[src/rtl/riscv_pkg.sv]
// Shared definitions for the PC sequencer slice:
// sequencer states, branch funct3 codes and default width.
package riscv_pkg;

    localparam int XLEN = 32;

    typedef enum logic [1:0] {
        IDLE  = 2'd0,
        FETCH = 2'd1,
        EXEC  = 2'd2
    } state_e;

    localparam logic [2:0] F3_BEQ  = 3'b000;
    localparam logic [2:0] F3_BNE  = 3'b001;
    localparam logic [2:0] F3_BLT  = 3'b100;
    localparam logic [2:0] F3_BGE  = 3'b101;
    localparam logic [2:0] F3_BLTU = 3'b110;
    localparam logic [2:0] F3_BGEU = 3'b111;

endpackage

[src/rtl/branch_cond.sv]
// Conditional-branch resolution from ALU flags.
// Reserved funct3 codes never take and flag illegal.
module branch_cond
    import riscv_pkg::*;
(
    input  logic       branch,
    input  logic [2:0] funct3,
    input  logic       zero,
    input  logic       lt,
    input  logic       ltu,
    output logic       taken,
    output logic       illegal
);

    // Select the condition for the decoded branch type.
    always_comb begin
        taken   = 1'b0;
        illegal = 1'b0;
        if (branch) begin
            case (funct3)
                F3_BEQ:  taken = zero;
                F3_BNE:  taken = !zero;
                F3_BLT:  taken = lt;
                F3_BGE:  taken = !lt;
                F3_BLTU: taken = ltu;
                F3_BGEU: taken = !ltu;
                default: illegal = 1'b1;
            endcase
        end
    end

endmodule

[src/rtl/pc_sequencer.sv]
// Multi-cycle PC sequencer: owns the PC, runs the fetch
// handshake and resolves branches/jumps once per instruction.
module pc_sequencer
    import riscv_pkg::*;
#(
    parameter int                  XLEN     = riscv_pkg::XLEN,
    parameter logic [XLEN-1:0]     RESET_PC = '0,
    parameter int                  CNT_W    = 16
) (
    input  logic             clk,
    input  logic             reset,
    input  logic             run,
    output logic             imem_req,
    output logic [XLEN-1:0]  imem_addr,
    input  logic             imem_valid,
    output logic             instr_valid,
    input  logic             branch,
    input  logic             jump,
    input  logic             jalr,
    input  logic [2:0]       funct3,
    input  logic             zero,
    input  logic             lt,
    input  logic             ltu,
    input  logic [XLEN-1:0]  imm,
    input  logic [XLEN-1:0]  alu_result,
    output logic [XLEN-1:0]  pc,
    output logic [XLEN-1:0]  pc_plus4,
    output logic             pc_src,
    output logic             illegal_br,
    output logic [CNT_W-1:0] taken_cnt
);

    localparam logic [XLEN-1:0] FOUR = XLEN'(4);

    state_e            state_q;
    logic [XLEN-1:0]   pc_q;
    logic [XLEN-1:0]   pc_d;
    logic [CNT_W-1:0]  cnt_q;
    logic              req_q;
    logic              iv_q;
    logic              br_taken;
    logic              br_illegal;
    logic              redirect;
    logic              in_exec;

    branch_cond u_branch_cond (
        .branch  (branch),
        .funct3  (funct3),
        .zero    (zero),
        .lt      (lt),
        .ltu     (ltu),
        .taken   (br_taken),
        .illegal (br_illegal)
    );

    assign in_exec     = (state_q == EXEC);
    assign redirect    = jalr | jump | br_taken;
    assign pc_src      = redirect & in_exec;
    assign illegal_br  = br_illegal & in_exec;
    assign pc          = pc_q;
    assign pc_plus4    = pc_q + FOUR;
    assign imem_addr   = pc_q;
    assign imem_req    = req_q;
    assign instr_valid = iv_q;
    assign taken_cnt   = cnt_q;

    // Next-PC mux: jalr beats jump beats taken branch.
    always_comb begin
        pc_d = pc_plus4;
        if (jalr) begin
            pc_d = {alu_result[XLEN-1:1], 1'b0};
        end else if (jump || br_taken) begin
            pc_d = pc_q + imm;
        end
    end

    // Sequencer FSM with registered handshake outputs, PC and counter.
    always_ff @(posedge clk or posedge reset) begin
        if (reset) begin
            state_q <= IDLE;
            pc_q    <= RESET_PC;
            cnt_q   <= '0;
            req_q   <= 1'b0;
            iv_q    <= 1'b0;
        end else begin
            case (state_q)
                IDLE: begin
                    if (run) begin
                        state_q <= FETCH;
                        req_q   <= 1'b1;
                    end
                end
                FETCH: begin
                    if (imem_valid) begin
                        state_q <= EXEC;
                        req_q   <= 1'b0;
                        iv_q    <= 1'b1;
                    end
                end
                EXEC: begin
                    iv_q <= 1'b0;
                    pc_q <= pc_d;
                    if (redirect && (cnt_q != '1)) begin
                        cnt_q <= cnt_q + 1'b1;
                    end
                    if (run) begin
                        state_q <= FETCH;
                        req_q   <= 1'b1;
                    end else begin
                        state_q <= IDLE;
                    end
                end
                default: begin
                    state_q <= IDLE;
                    req_q   <= 1'b0;
                    iv_q    <= 1'b0;
                end
            endcase
        end
    end

endmodule

[config.mk]
export PLATFORM = sky130hd
export DESIGN_NAME = pc_sequencer
export DESIGN_NICKNAME = d
export VERILOG_FILES = /design/src/rtl/riscv_pkg.sv /design/src/rtl/branch_cond.sv /design/src/rtl/pc_sequencer.sv
export SDC_FILE = /design/constraint.sdc
export NUM_CORES = 1
export LEC_CHECK = 0
export BUFFER_PORTS_ARGS = -buffer_cell sky130_fd_sc_hd__clkbuf_2
export CORE_MARGIN = 10
export CORE_UTILIZATION = 25
export CTS_CLUSTER_DIAMETER = 200
export DETAILED_ROUTE_END_ITERATION = 16
export PLACE_DENSITY = 0.49
export SLEW_MARGIN = 30
export SYNTH_ARGS = -nofsm -noshare
export SYNTH_HDL_FRONTEND = slang
export SYNTH_SLANG_ARGS = --single-unit
[constraint.sdc]
create_clock -name clk -period 8.4 [get_ports clk]
set_input_delay 2.1 -clock clk [delete_from_list [all_inputs] [get_ports clk]]
set_output_delay 2.1 -clock clk [all_outputs]
set_load 0.01 [all_outputs]
==> metrics, run 1 <==
status=finished clean; area of the multi-input gates=3290 um2; Die Area=26000 um2; Clock Sink Count=52; grt ovf=0; Clock Pin Slew Worst Setup and Hold Paths=roughly 0.090 ns; first-pass GRT wire length=30300 um; fin cells=1040; Cells after Synth=624; initial antenna violation count=0; Final period util=between 60% and 70%; Die Wd=161 um; worst-path maximum fanout=20; VDD IR max=~110 uV; core area=roughly 20000 um2; H-tree depth=2; Final Hold Viols=0; worst rel slew slack=46.3%; reg2reg path depth=12; clock root cell=clkbuf_16; Clock Skew=0.00848 ns; vias in the first global route=5293; drt pass-1 iters=5; worst hold stages=1; post-route ant nets=0; fmax=170 MHz; row count=51; Critical Path AT=3.77 ns; worst path required time=6.30 ns; worst hold path type=flop to flop; RSZ-0062 raised after global routing=no; post-placement cell count=roughly 1000; Mapped Avg Cell Area=roughly 8 um2; Setup CP Type=primary input to output pin; Cell Area, Synth=4990 um2; vias per cell=4.93; crit path time final=5.87 ns; Post-synth top flop=dfrtp_1; latest clock arrival within the worst-skew pair=0.31 ns; routed len/inst=~19 um; synthesis-stage register bit count=52; leakage power=2.94 nW; DRC viols=0; TritonCTS clock tree=done; Initial Util=between 20% and 30%; # hold bufs at CTS=0; max-slew violations=0; hpwl dp=14800 um; Final TNS setup=0 ns; P&R area growth vs syn=23.3%; Worst Max-Slew Pin Slew=between 0.8 and 0.9 ns; chip height=161 um; total track usage=14.4%; Pwr Density=344 nW/um2; post_cts resized=0; number of synthesized flops with an enable pin=0; Reg area=1300 um2; Vias=5127; # nets final=between 800 and 900; crit path launch type=primary input; CTS buffer count=5; input/output buffers=191; placer congestion estimate=0.822; # fillers=2176; largest net degree at the start of global routing=53; Mapped Nets=735; post-CTS setup buffers=0; Max-Cap Viols=0; DRT iter0 DRCs=237; CTS Buffer Depth=2; layout cells sized above 1=28.6%; n_diodes=0; IO Count=193; yosys warns=0; # setup viols final=0; Synth async-reset ratio=100%; sequential area share after synthesis=26.1%; Synth cell types=59; Routed WL=19400 um; Crit. End Element=output pin
-- cells by family after synthesis --
kind of cell / after synthesis / synth area share, %
AND/OR/NAND/NOR: 206 / 19.8
AO/OA/AOI/OAI: 182 / 23.8
buffers and inverters: 74 / 8.17
XOR/XNOR: 69 / 12.1
flip-flops: 52 / 26.1
adder cells (fa/ha/maj): 34 / 8.67
multiplexers: 7 / 1.45
-- metal layers --
metal / share of wire, % / routed length (um) / GRT usage [%] / vias up
li1: - / - / - / 2520
met1: 48 / 9290 / 19.3 / 2430
met2: 45 / 8680 / 23.0 / 164
met3: 6.4 / 1250 / 3.74 / 13
met4: 0.84 / 163 / 2.03 / 0
met5: 0 / 0 / 0 / -
-- flip-flops by register name, summed over array words and instances, names as in the netlist --
signal       count
imem_addr       32
taken_cnt       16
state_q          2
imem_req         1
instr_valid      1
-- final cells by class --
type,instances,area share [%]
tap,265,5.39
sequential,52,21.1
inverter,20,1.22
timing repair buffer,197,16.3
clock inverter,3,0.467
clock buffer,5,2.03
multi-input combinational,498,53.5
-- cells in the mapped netlist (all sizes together) (2+ instances only) --
cell type / count / area [um2]
or3: 10 / 67.6
nand3: 23 / 115
a21o: 14 / 106
clkbuf: 14 / 52.6
xnor2: 39 / 342
o221ai: 3 / 26.3
dfrtp: 52 / 1300
nor3: 14 / 70.1
nor2b: 5 / 31.3
mux2: 2 / 22.5
a22oi: 3 / 22.5
o211ai: 9 / 72.6
a221oi: 6 / 52.6
a22o: 3 / 26.3
o21bai: 6 / 45.0
nand2b: 9 / 56.3
and2: 5 / 31.3
nand4: 13 / 81.3
o22ai: 5 / 37.5
ha: 33 / 413
and4: 4 / 35.0
o21a: 3 / 23.8
buf: 40 / 280
a311o: 3 / 30.0
a31oi: 3 / 18.8
a211oi: 7 / 52.6
nor2: 48 / 180
o21ai: 45 / 225
xor2: 30 / 263
o41ai: 2 / 25.0
o31ai: 5 / 51.3
inv: 20 / 75.1
a21oi: 56 / 280
mux2i: 5 / 50.1
nand2: 62 / 233
and3: 11 / 68.8
-- cells in the final DEF (no fill, tap or decap), types with 23 or more instances in the layout --
cell	synthesis	layout
nand2_1	62	62
ha_1	33	33
nor2_1	48	47
xor2_1	30	30
nand3_1	23	23
o21ai_0	42	42
xnor2_1	39	39
dfrtp_1	52	52
clkbuf_2	0	191
a21oi_1	56	55
-- power by group --
part           internal (mW)  leakage [nW]  switching, mW
Clock                  0.116        0.0767          0.120
Sequential             0.335         0.624          0.180
Combinational          0.583          2.24          0.785
Total                   1.03          2.94           1.08
-- worst max-delay path: stages --
cell and delay (ns):
clkbuf_2 0.11, mux2i_1 0.21, xor2_1 0.08, o21ai_0 0.26, a21o_1 0.16, buf_4 0.31
o21ai_0 0.20, inv_1 0.18, clkbuf_2 0.16
-- stage by stage --
step                total power [mW]  setup WS, ns  area [um2]  utilization [%]  hold slack [ns]
floorplan                       1.49          3.23        4990                -            0.493
global placement                1.90          2.51        6000             30.6            0.471
detailed placement              1.90          2.49        6000             30.6            0.475
CTS                             2.15          2.49        6150             31.4            0.503
global route                    2.32          2.34        6160             31.4            0.525
finish                          2.12          2.53        6160             31.4            0.499
-- worst paths after layout --
| check | start | end | slack, ns |
|---|---|---|---|
| worst max-delay path | funct3[2] | pc_src | 2.53 |
| worst min-delay path | taken_cnt[5] | taken_cnt[5] | 0.50 |
| worst max register to register | imem_addr[0] | imem_addr[28] | 4.84 |
| worst min register to register | taken_cnt[5] | taken_cnt[5] | 0.50 |
| max in group asynchronous | reset | imem_addr[11] | 5.88 |
| min in group asynchronous | reset | taken_cnt[15] | 2.00 |
(Power assumes the default switching activity.)
==> inputs of run 2 (changes only) <==
--- a/config.mk
+++ b/config.mk
@@ -5,12 +5,13 @@
 export SDC_FILE = /design/constraint.sdc
 export NUM_CORES = 1
 export LEC_CHECK = 0
+export ABC_AREA = 1
 export BUFFER_PORTS_ARGS = -buffer_cell sky130_fd_sc_hd__clkbuf_2
 export CORE_MARGIN = 10
 export CORE_UTILIZATION = 25
 export CTS_CLUSTER_DIAMETER = 200
 export DETAILED_ROUTE_END_ITERATION = 16
-export PLACE_DENSITY = 0.49
+export PLACE_DENSITY = 0.47
 export SLEW_MARGIN = 30
 export SYNTH_ARGS = -nofsm -noshare
 export SYNTH_HDL_FRONTEND = slang
==> constraint.sdc (replaced) <==
create_clock -name clk -period 5.9 [get_ports clk]
set_input_delay 1.475 -clock clk [delete_from_list [all_inputs] [get_ports clk]]
set_output_delay 1.475 -clock clk [all_outputs]
set_load 0.01 [all_outputs]
==> metrics, run 2 <==
routed len/inst=16.7 um (-10%); chip height=179 um (+11%); fmax=237 MHz; input/output buffers=191 (unchanged); # nets final=1327 (+50%); crit path launch type=primary input; commonest non-fill, non-tap cells in the layout=341 x nand2_1, 191 x clkbuf_2, 162 x inv_1; Routed WL=25800 um (+33%); drt pass-1 iters=5 (unchanged); Area contributors post-synth=dfrtp_1 21%, nand2_1 20%, inv_1 9.7%; total track usage=15.8% (+1.5 points); CTS buffer count=5 (unchanged); clock root cell=clkbuf_16; Pwr Density=486 nW/um2 (+41%); core area=25000 um2 (+28%); TritonCTS clock tree=done; fin cells=1546 (+49%); Synth cell types=45 (-24%); placer congestion estimate=0.898 (+9.3%); VDD IR max=192 uV (+80%); Post-synth top flop=dfrtp_1; max FFs per register=32 (unchanged); largest net degree at the start of global routing=53 (unchanged); # fillers=2886 (+33%); area leader, netlist=dfrtp_1; Cells after Synth=1065 (+71%); sequential area share after synthesis=20.6% (-5.5 points); slowest CP cell=clkbuf_2; DRC viols=0 (unchanged); Initial Util=25.3% (-0.23 points); P&R area growth vs syn=19.0%; vias in the first global route=6825 (+29%); H-tree depth=2 (unchanged); row count=58 (+14%); Critical Path AT=2.74 ns (-1.03 ns); RSZ-0062 raised after global routing=no; Synth async-reset ratio=100% (unchanged); Clock Skew=0.00669 ns (-0.00179 ns); cells along the critical path=clkbuf_2, nor2_1, nand2_4, nand2_4, inv_6, clkbuf_2; top-count cell post-synth=nand2_1; worst rel slew slack=44.0% (-2.3 points); initial antenna violation count=0 (unchanged); worst path required time=4.43 ns (-1.87 ns); Vias=6877 (+34%); fin util=30.1% (-1.4 points); latest clock arrival within the worst-skew pair=0.31 ns (about the same); largest stage delay on the critical path=0.40 ns (+0.09 ns); CTS Buffer Depth=2 (unchanged); number of synthesized flops with an enable pin=0 (unchanged); layout cells sized above 1=20.3% (-8.3 points); most frequent cells after synthesis=341 x nand2_1, 163 x inv_1, 128 x nor2_1, 74 x nand3_1, 52 x dfrtp_1; worst-path maximum fanout=19 (-5.0%); Clock Pin Slew Worst Setup and Hold Paths=0.07 ns (-0.02 ns); Final TNS setup=0 ns (unchanged); Clock Sink Count=52 (unchanged); Max-Cap Viols=0 (unchanged); worst hold path type=flop to flop; max-slew violations=0 (unchanged); Min Hold Slack=0.498 ns (-0.00152 ns); yosys warns=0 (unchanged); first-pass GRT wire length=39100 um (+29%); IO Count=193 (unchanged); leakage power=4.22 nW (+44%); post-route ant nets=0 (unchanged); Mapped Nets=1176 (+60%); Top Family by Delay on Critical Path=buffers and inverters; grt ovf=0 (unchanged); post-placement cell count=1539 (+49%); most common cell after layout, fill and taps aside=nand2_1; Cell Area, Synth=6330 um2 (+27%); crit path time final=4.22 ns; Die Wd=179 um (+11%); Worst Max-Slew Pin Slew=0.840 ns (+0.0368 ns); status=finished clean; hpwl dp=21500 um (+45%); synthesis-stage register bit count=52 (unchanged); Final Hold Viols=0 (unchanged); Final period util=71.4%; Crit. End Element=output pin; vias per cell=4.45 (-9.8%); Die Area=32100 um2 (+23%); # setup viols final=0 (unchanged); share of the synthesized area in the top cell type=20.6% (-5.5 points); Setup CP Type=primary input to output pin; DRT iter0 DRCs=435 (+84%); CP bufs+invs=3 (-1); post_cts resized=0 (unchanged); # hold bufs at CTS=0 (unchanged); Mapped Avg Cell Area=5.94 um2 (-26%); post-CTS setup buffers=0 (unchanged)
==> run 2: cell count changes in the layout (fill, tap and decap cells not counted), moves of 9 or more <==
cell,delta
xor2_1,+9
inv_1,+143
a21oi_1,-19
o21ai_1,+11
nor2_1,+81
xnor2_1,-30
or3_1,-9
a21o_1,-12
nand3_1,+51
nand2_1,+279
and3_1,-10
==> run 2: path summary, 6_finish.rpt <==
path                               from            end  slack [ns]  cells past startpoint
setup / recovery                   jalr         pc_src        1.68                      6
hold / removal                 imem_req       imem_req        0.50                      2
setup reg to reg           imem_addr[0]  imem_addr[28]        3.32                     15
hold reg to reg                imem_req       imem_req        0.50                      2
max in group asynchronous         reset    instr_valid        4.04                      3
min in group asynchronous         reset   taken_cnt[6]        1.35                      3
==> run 2: routing by layer <==
layer  GRT usage, %  vias up  wire (um)
met5              0        -          0
met4           3.93        0        425
met3           2.59       19       1520
met2           25.7      192      11600
met1           21.3     3094      12300
li1               -     3572          -
==> run 2: cells by family after synthesis <==
group	synth area share, %
AOI/OAI and AO/OA	8.45
DFF	20.6
xor gates and xnor gates	6.90
and+or+nand+nor	41.8
buffers and inverters	15.4
adders and majority gates	6.84
==> run 2: per-stage QoR <==
stage                     total power [mW]  setup slack, ns  instance area (um2)
final                                 3.66             1.68                 7530
after global routing                  4.04             1.56                 7530
after CTS                             3.71             1.67                 7530
after floorplan                       2.49             2.16                 6330
after detailed placement              3.34             1.66                 7370
after global placement                3.34             1.69                 7370
==> run 2: worst register-to-register path: stages (launching register included) <==
cell     delay [ns]
dfrtp_1        0.42
ha_1           0.23
inv_1          0.07
fa_1           0.40
inv_1          0.13
nand3_1        0.08
nand3_1        0.15
nand2_1        0.07
nand2_1        0.18
nand2_1        0.07
nand2_1        0.16
nand2_1        0.13
nand3_1        0.11
nand3_1        0.12
nand2_1        0.11
nand2_1        0.05
==> run 2: power breakdown <==
group | leakage, nW | internal, mW | switching [mW]
Combinational | 3.51 | 0.869 | 1.62
Sequential | 0.632 | 0.493 | 0.336
Clock | 0.0758 | 0.196 | 0.150
Total | 4.22 | 1.56 | 2.10
==> run 2: layout make-up <==
class	instances	area, um2	area share [%]
multi-input cells	796	4050	53.8
well taps	330	413	5.48
inverters	168	636	8.44
diodes	1	2.50	0.0332
repair buffers	193	971	12.9
flip-flops and latches	52	1300	17.3
clock buffers	5	125	1.66
clock inverters	1	30.0	0.399
==> inputs of run 3 (changes only) <==
--- a/config.mk
+++ b/config.mk
@@ -11,7 +11,7 @@
 export CORE_UTILIZATION = 25
 export CTS_CLUSTER_DIAMETER = 200
 export DETAILED_ROUTE_END_ITERATION = 16
-export PLACE_DENSITY = 0.47
+export PLACE_DENSITY = 0.48
 export SLEW_MARGIN = 30
 export SYNTH_ARGS = -nofsm -noshare
 export SYNTH_HDL_FRONTEND = slang
==> constraint.sdc (replaced) <==
create_clock -name clk -period 3.6 [get_ports clk]
set_input_delay 0.9 -clock clk [delete_from_list [all_inputs] [get_ports clk]]
set_output_delay 0.9 -clock clk [all_outputs]
set_load 0.01 [all_outputs]
==> metrics, run 3 (synthesized netlist as in run 2, its figures left out) <==
clock root cell=clkbuf_16; worst rel slew slack=56.2% (+12 points); Initial Util=25.3% (unchanged); Clock Pin Slew Worst Setup and Hold Paths=0.08 ns (about the same); TritonCTS clock tree=done; final instance area=7600 um2 (+1.0%); grt ovf=0 (unchanged); max-slew violations=0 (unchanged); Routed WL=25800 um (-0.12%); Final TNS setup=0 ns (unchanged); status=finished clean; Max-Cap Viols=0 (unchanged); most common cell after layout, fill and taps aside=nand2_1; Clock Sink Count=52 (unchanged); worst path required time=2.70 ns (-1.73 ns); post-route ant nets=0 (unchanged); crit path time final=3.30 ns; reg2reg start=imem_addr[0]; layout cells sized above 1=20.9% (+0.52 points); fmax=roughly 300 MHz; placer congestion estimate=0.872 (-2.8%); drt pass-1 iters=6 (+1); Pwr Density=796 nW/um2 (+64%); CTS buffer count=5 (unchanged); input/output buffers=191 (unchanged); Setup CP Type=flop to output pin; VDD IR max=337 uV (+76%); Final Hold Viols=0 (unchanged); worst hold path type=flop to flop; core area=25000 um2 (unchanged); Final period util=91.6%; DP Area=7420 um2 (+0.71%); Placement Setup Slack=0.549 ns (-1.12 ns); # fillers=2890 (+0.14%); CTS Buffer Depth=2 (unchanged); total track usage=15.7% (-0.087 points); DRC viols=0 (unchanged); row count=58 (unchanged); latest clock arrival within the worst-skew pair=0.31 ns (about the same); Min Hold Slack=0.499 ns (+0.00165 ns); vias in the first global route=6763 (-0.91%); Die Wd=179 um (unchanged); post-CTS setup buffers=0 (unchanged); post_cts resized=0 (unchanged); max FFs per register=32 (unchanged); RSZ-0062 raised after global routing=no; commonest non-fill, non-tap cells in the layout=341 x nand2_1, 191 x clkbuf_2, 162 x inv_1; Die Area=32100 um2 (unchanged); P&R area growth vs syn=20.2%; crit path from=imem_addr[2]; leakage power=4.26 nW (+0.97%); H-tree depth=2 (unchanged); largest net degree at the start of global routing=43 (-19%); DRT iter0 DRCs=414 (-4.8%); crit path launch type=flop; Worst Max-Slew Pin Slew=0.653 ns (-0.187 ns); final worst slack=0.301 ns (-1.38 ns); first-pass GRT wire length=38900 um (-0.60%); Crit. End Element=output pin; initial antenna violation count=0 (unchanged); # nets final=1333 (+0.45%); fin cells=1554 (+0.52%); hold_sp=imem_req; Vias=7008 (+1.9%); routed len/inst=16.6 um (-0.64%); # hold bufs at CTS=0 (unchanged); post-placement cell count=1545 (+0.39%); worst-path maximum fanout=8 (-11); Clock Skew=0.0116 ns (+0.00492 ns); chip height=179 um (unchanged); # setup viols final=0 (unchanged); vias per cell=4.51 (+1.4%); Critical Path AT=2.40 ns (-0.34 ns); hpwl dp=21700 um (+1.1%); IO Count=193 (unchanged)
run 3: final cells by class:
cell class / instances / area (um2) / share of cell area, %
timing repair buffer: 199 / 1020 / 13.4
tap: 330 / 413 / 5.43
antenna: 1 / 2.50 / 0.0329
multi-input combinational: 796 / 4060 / 53.3
inverter: 168 / 638 / 8.39
clock inverter: 2 / 38.8 / 0.510
sequential: 52 / 1300 / 17.1
clock buffer: 6 / 139 / 1.83
run 3: where the power goes:
part / switching [mW] / total (mW) / leakage (nW) / internal, mW
Clock: 0.259 / 0.609 / 0.0871 / 0.350
Sequential: 0.514 / 1.32 / 0.632 / 0.808
Combinational: 2.68 / 4.13 / 3.54 / 1.44
run 3: path summary, 6_finish.rpt:
| path | cells past startpoint | to | slack (ns) |
|---|---|---|---|
| worst max-delay path | 8 | pc_plus4[30] | 0.30 |
| worst min-delay path | 2 | imem_req | 0.50 |
| worst max register to register | 15 | imem_addr[28] | 1.11 |
| worst min register to register | 2 | imem_req | 0.50 |
| max in group asynchronous | 3 | imem_addr[24] | 2.35 |
| min in group asynchronous | 2 | taken_cnt[13] | 0.66 |
run 3: per-layer routing:
layer | up-vias | GRT usage [%] | routed length, um
met2 | 235 | 25.0 | 11300
met5 | - | 0 | 0
met4 | 0 | 3.72 | 416
li1 | 3617 | - | -
met3 | 20 | 2.97 | 1800
met1 | 3136 | 21.4 | 12300
run 3: worst max-delay path: stages, from the launching register on:
cell      delay, ns
dfrtp_1        0.56
ha_1           0.31
nand2_1        0.09
nor2_2         0.23
inv_1          0.11
nor2_1         0.20
nand2_1        0.12
xor2_1         0.28
clkbuf_2       0.20
run 3: per-stage QoR:
stage | power, mW | util, %
6_report | 6.06 | 30.4
3_5_place_dp | 5.49 | 29.7
4_1_cts | 6.12 | 30.4
5_1_grt | 6.70 | 30.4
3_3_place_gp | 5.48 | 29.6
2_1_floorplan | 4.07 | -
